**config.mk**
```make
export PLATFORM = sky130hd
export DESIGN_NAME = z_writeback_stage
export DESIGN_NICKNAME = d
export VERILOG_FILES = /design/src/rtl/z_writeback_stage_pkg.sv /design/src/rtl/z_grant_timer.sv /design/src/rtl/z_writeback_stage.sv
export SDC_FILE = /design/constraint.sdc
export NUM_CORES = 1
export LEC_CHECK = 0
export ABC_AREA = 1
export CAP_MARGIN = 15
export CORE_MARGIN = 4
export CORE_UTILIZATION = 41
export DETAILED_ROUTE_END_ITERATION = 8
export PLACE_DENSITY = 0.84
export SLEW_MARGIN = 40
export SYNTH_ARGS = -nofsm -noshare
export SYNTH_HDL_FRONTEND = slang
export SYNTH_SLANG_ARGS = --single-unit
```
**constraint.sdc**
```tcl
create_clock -name clk -period 1.6 [get_ports clk]
set_input_delay 0.24 -clock clk [delete_from_list [all_inputs] [get_ports clk]]
set_output_delay 0.24 -clock clk [all_outputs]
set_load 0.005 [all_outputs]
```
**src/rtl/z_writeback_stage_pkg.sv**
```systemverilog
// Shared definitions for the Z writeback stage.
//   - ALU opcode constants (shared with the ALU).
//   - Writeback FSM state encoding (2-bit).
package z_writeback_stage_pkg;

  // ALU opcodes referenced by the datapath
  localparam logic [4:0] ALU_OP_DIV = 5'b00001;
  localparam logic [4:0] ALU_OP_ADD = 5'b01100;
  localparam logic [4:0] ALU_OP_MUL = 5'b01111;

  typedef enum logic [1:0] {
    ST_IDLE     = 2'd0,
    ST_DRIVE_LO = 2'd1,
    ST_DRIVE_HI = 2'd2,
    ST_FINISH   = 2'd3
  } wb_state_e;

endpackage

```
**src/rtl/z_grant_timer.sv**
```systemverilog
// Loadable up-counter used to bound how long the writeback stage waits for
// a bus grant.
// Ports:
//   clk_i       clock
//   rst_ni      asynchronous active-low reset
//   clr_i       synchronous clear (highest priority)
//   load_i      synchronous load of load_val_i
//   load_val_i  value loaded when load_i is high
//   en_i        increment enable
//   limit_o     high when the count is LIMIT-1, i.e. the next miss reaches LIMIT
module z_grant_timer #(
  parameter int LIMIT = 16,
  parameter int W     = $clog2(LIMIT + 1)
) (
  input  logic         clk_i,
  input  logic         rst_ni,
  input  logic         clr_i,
  input  logic         load_i,
  input  logic [W-1:0] load_val_i,
  input  logic         en_i,
  output logic         limit_o
);

  logic [W-1:0] cnt_q;
  logic [W-1:0] cnt_d;

  always_comb begin
    cnt_d = cnt_q;
    if (clr_i) begin
      cnt_d = '0;
    end else if (load_i) begin
      cnt_d = load_val_i;
    end else if (en_i) begin
      cnt_d = cnt_q + W'(1);
    end
  end

  always_ff @(posedge clk_i or negedge rst_ni) begin
    if (!rst_ni) begin
      cnt_q <= '0;
    end else begin
      cnt_q <= cnt_d;
    end
  end

  // Flag one cycle early so a miss in this cycle is the LIMIT-th miss.
  assign limit_o = (cnt_q == W'(LIMIT - 1));

endmodule

```
**src/rtl/z_writeback_stage.sv**
```systemverilog
// Z writeback stage: captures the 64-bit ALU result into ZHI:ZLO and
// transfers it over the shared 32-bit bus with a request/grant handshake.
// Wide ops (MUL, DIV) transfer LO then HI; all others transfer LO only.
// Ports:
//   clk, clear (async active-low reset)
//   opcode, zin, start          : result capture (start sampled in IDLE)
//   busy                        : not IDLE
//   bus_req, bus_grant, bus_out, bus_out_en : bus handshake
//   lo_we, hi_we, rd_we         : one-cycle register write enables
//   z_lo, z_hi                  : captured result halves
//   done, err                   : completion / grant-timeout pulses
module z_writeback_stage
  import z_writeback_stage_pkg::*;
#(
  parameter logic [4:0] OP_MUL     = ALU_OP_MUL,
  parameter logic [4:0] OP_DIV     = ALU_OP_DIV,
  parameter int         WAIT_LIMIT = 16
) (
  input  logic        clk,
  input  logic        clear,
  input  logic [4:0]  opcode,
  input  logic [63:0] zin,
  input  logic        start,
  output logic        busy,
  output logic        bus_req,
  input  logic        bus_grant,
  output logic [31:0] bus_out,
  output logic        bus_out_en,
  output logic        lo_we,
  output logic        hi_we,
  output logic        rd_we,
  output logic [31:0] z_lo,
  output logic [31:0] z_hi,
  output logic        done,
  output logic        err
);

  localparam int CNT_W = $clog2(WAIT_LIMIT + 1);

  wb_state_e   state_q, state_d;
  logic [31:0] z_lo_q, z_lo_d;
  logic [31:0] z_hi_q, z_hi_d;
  logic [4:0]  op_q, op_d;
  logic        err_q, err_d;

  logic        wide;
  logic        tmr_clr;
  logic        tmr_load;
  logic        tmr_en;
  logic        tmr_limit;

  // Width of the result is derived from the stored opcode; unknown opcodes are narrow.
  assign wide = (op_q == OP_MUL) || (op_q == OP_DIV);

  z_grant_timer #(
    .LIMIT (WAIT_LIMIT),
    .W     (CNT_W)
  ) u_timer (
    .clk_i      (clk),
    .rst_ni     (clear),
    .clr_i      (tmr_clr),
    .load_i     (tmr_load),
    .load_val_i ('0),
    .en_i       (tmr_en),
    .limit_o    (tmr_limit)
  );

  // State and data registers
  always_ff @(posedge clk or negedge clear) begin
    if (!clear) begin
      state_q <= ST_IDLE;
      z_lo_q  <= '0;
      z_hi_q  <= '0;
      op_q    <= '0;
      err_q   <= 1'b0;
    end else begin
      state_q <= state_d;
      z_lo_q  <= z_lo_d;
      z_hi_q  <= z_hi_d;
      op_q    <= op_d;
      err_q   <= err_d;
    end
  end

  // Next-state logic
  always_comb begin
    state_d = state_q;
    z_lo_d  = z_lo_q;
    z_hi_d  = z_hi_q;
    op_d    = op_q;
    err_d   = 1'b0;
    unique case (state_q)
      ST_IDLE: begin
        if (start) begin
          z_lo_d  = zin[31:0];
          z_hi_d  = zin[63:32];
          op_d    = opcode;
          state_d = ST_DRIVE_LO;
        end
      end
      ST_DRIVE_LO: begin
        if (bus_grant) begin
          state_d = wide ? ST_DRIVE_HI : ST_FINISH;
        end else if (tmr_limit) begin
          state_d = ST_IDLE;
          err_d   = 1'b1;
        end
      end
      ST_DRIVE_HI: begin
        // A timeout here leaves the already-written LO register as is.
        if (bus_grant) begin
          state_d = ST_FINISH;
        end else if (tmr_limit) begin
          state_d = ST_IDLE;
          err_d   = 1'b1;
        end
      end
      ST_FINISH: begin
        state_d = ST_IDLE;
      end
      default: begin
        state_d = ST_IDLE;
      end
    endcase
  end

  // Output and timer-control logic
  always_comb begin
    busy     = 1'b0;
    bus_req  = 1'b0;
    bus_out  = '0;
    lo_we    = 1'b0;
    hi_we    = 1'b0;
    rd_we    = 1'b0;
    done     = 1'b0;
    tmr_clr  = 1'b0;
    tmr_load = 1'b0;
    tmr_en   = 1'b0;
    unique case (state_q)
      ST_IDLE: begin
        tmr_load = start;
      end
      ST_DRIVE_LO: begin
        busy    = 1'b1;
        bus_req = 1'b1;
        bus_out = z_lo_q;
        lo_we   = bus_grant & wide;
        rd_we   = bus_grant & ~wide;
        tmr_clr = bus_grant | tmr_limit;
        tmr_en  = ~bus_grant;
      end
      ST_DRIVE_HI: begin
        busy    = 1'b1;
        bus_req = 1'b1;
        bus_out = z_hi_q;
        hi_we   = bus_grant;
        tmr_clr = bus_grant | tmr_limit;
        tmr_en  = ~bus_grant;
      end
      ST_FINISH: begin
        busy = 1'b1;
        done = 1'b1;
      end
      default: begin
        busy = 1'b0;
      end
    endcase
  end

  assign bus_out_en = bus_req & bus_grant;
  assign err        = err_q;
  assign z_lo       = z_lo_q;
  assign z_hi       = z_hi_q;

endmodule

```
==> results of run 1 <==
## Yosys cell counts
cell type / instances
nand2_1: 76
xor2_1: 1
mux2_2: 61
clkbuf_8: 5
mux2_4: 6
o21ai_0: 4
inv_1: 16
nand3_1: 3
o22ai_1: 1
buf_2: 8
clkbuf_1: 3
or2_2: 2
a21oi_1: 38
ha_1: 7
and3_1: 1
nor3_1: 4
buf_6: 1
nand2_2: 1
nor2_1: 12
dfrtp_1: 77
nand2_4: 1
buf_4: 1
nand4_1: 1
## logic make-up after synthesis
kind of cell	after synthesis
mux	67
flops	77
xor+xnor	1
compound gates	43
fa+ha+maj	7
simple gates	101
buf+inv	34
## routing by layer
metal | vias to the layer above | track usage [%]
li1 | 1543 | -
met5 | - | 0
met4 | 0 | 5.95
met2 | 146 | 40.7
met3 | 25 | 7.78
met1 | 1662 | 26.7
## path summary, 6_finish.rpt
check	endpoint	slack (ns)	cells after the start
worst max-delay path	bus_out[22]	-0.37	8
worst min-delay path	z_lo[17]	0.36	2
worst max register to register	u_timer.cnt_q[4]	-0.15	9
worst min register to register	z_lo[13]	0.54	1
max in group asynchronous	z_hi[30]	0.70	3
min in group clk	op_q[0]	0.48	3
## state kept, by name, summed over array words and instances, names as in the netlist
signal	flops
u_timer.cnt_q	5
op_q	5
state_q	2
err	1
z_hi	32
z_lo	32
## power groups by stage
stage	registers [W]	clock network, W	logic, W
finish	0.00373	0.00161	0.00834
detailed placement	0.00367	0	0.00656
global route	0.00385	0.00173	0.00883
floorplan	0.00360	0	0.00256
global placement	0.00362	0	0.00639
CTS	0.00369	0.00164	0.00775
## what timing repair did
item,in CTS,in global routing
pin swaps,9,17
endpoints found under the setup margin,41,88
gates resized for setup,242,46
buffers inserted,12,9
endpoints found under the hold margin,28,0
gates cloned,6,3
hold buffers,1,0
## worst max-delay path: stages, from the launching register on
cell     delay, ns
dfrtp_1       0.43
inv_2         0.12
ha_4          0.16
buf_6         0.12
buf_12        0.11
buf_12        0.14
nand2_2       0.07
a21oi_2       0.12
buf_2         0.13
## area by class of cell
| type | instances | area (µm²) | share of cell area (%) |
|---|---|---|---|
| Timing Repair Buffer | 227 | 2310 | 35.2 |
| Sequential cell | 77 | 1930 | 29.4 |
| Multi-Input combinational cell | 220 | 1890 | 28.8 |
| Tap cell | 108 | 135 | 2.06 |
| Clock buffer | 11 | 131 | 2.01 |
| Clock inverter | 5 | 85.1 | 1.30 |
| Inverter | 16 | 72.6 | 1.11 |
## stage by stage
step	total power, W	hold WS (ns)
floorplan	0.00616	-0.0556
global placement	0.0100	0.190
detailed placement	0.0102	0.195
CTS	0.0131	0.366
global route	0.0144	0.392
finish	0.0137	0.363
==> metrics.txt, run 1 <==
post-synthesis xor/xnor area fraction=0.242%; synthesized instance count=330; sw power=0.00497 W; post-synthesis simple-gate area fraction=11.3%; cell internal pwr=0.00871 W; failing checks=setup timing; Seq cells post-synth=77; Clock Pin Slew Worst Setup and Hold Paths=0.08 ns; Worst Setup Path Type=reg -> out; fin worst setup slack=-0.368 ns; ANT nets after route=0; # nets final=631; drt pass-1 iters=4; Total Die Area=10400 µm²; Hold Fails Final Rpt=0; crit path DAT=1.73 ns; Yosys top cell by area=dfrtp_1; Detail Placement HPWL=8.03 mm; Max VDD drop=0.00107 V; startpoint types=register; # DRC=0; Crit path required time=1.36 ns; IO buf count=176; maximum clock rate=0.508 GHz; mapped cell area=3620 µm²; Flop pwr share=27.2%; pre-CTS setup slack=-0.415 ns; sequential share of the synthesized area=53.2%; max layer used=met4; max-cap violation count=0; clk_lat worst skew=0.35 ns; CTS tree=done; actual slew at the worst max-slew pin=0.398 ns; CTS Root Cell=clkbuf_8; post-synth top area share=53.2%; setup TNS=-11.95 ns; die width=102 µm; Layout area overhead=80.7%; DR vias/cell=5.08; status=finished, violations left; detailed-route wire length per cell=19.0 µm; Diodes inserted=0; Fillers=584; syn_nets=410; Sink Count=77; Yosys cell types=23; metal2 WL=6.50 mm; initial antenna violation count=0; cell area after layout=6550 µm²; Core ar.=8680 µm²; layout cells sized above 1=46.2%; worst setup path startpoint=state_q[0]; Max clock buf depth=2; Initial Util=41.8%; fin util=75.4%; Area contributors post-synth=dfrtp_1 (53%), mux2_2 (19%), nand2_1 (7.9%), a21oi_1 (5.2%), mux2_4 (2.5%); CP Max Fanout=8; Vias=3376; met3 WL=954 µm; final instance count without filler cells=664; multiplexer area fraction after synthesis=21.4%; FF-to-FF Start=state_q[0]; GRT Util Overall=23.0%; TritonCTS buffer count=9; Period minus WS final=1.97 ns; switching part of the total=36.3%; placer congestion estimate=0.784; final cycle utilization of the critical path=123%; Worst Hold Class=in -> async; combinational power share=61.0%; vias in the first global route=3611; gr ovfl total=0; RSZ-0062 raised after global routing=yes; largest net degree at the start of global routing=38; Chip Height=102 µm; Synth Area in Adders=2.42%; placed insts=620; CP endpoint kind=output port; # IOs=177; clock power share=11.8%; WL met1=4.84 mm; commonest non-fill, non-tap cell in the layout=clkdlybuf4s50_1; clock skew=0.00926 ns; syn avg cell area=11.0 µm²; row count=34; first-pass GRT wire length=18.4 mm; largest family of logic cells by synthesized area=multiplexers; H-tree levels=3; placed inst area=5660 µm²; most frequent cells in the layout=clkdlybuf4s50_1 (134), dfrtp_1 (77), mux2_2 (61), nand2_1 (55), buf_2 (34); Compound-Gate Fraction of Synth Area=5.97%; 1st-iter DRT viols=101; Detailed Route WL=12.6 mm; synth warn=0; Slew headroom=73.4%; Setup Viol. Count Final=42; Slew Viols, Final=0; Power Dens Cells=2090 nW/µm²; Pleak=2.87 nW
Power figures use the tool's default switching activity.
==> inputs of run 2 (changes only) <==
- CTS_CLUSTER_DIAMETER: not set -> 60
==> results of run 2 <==
Final layout, timing and power as in run 1 (identical DEF).
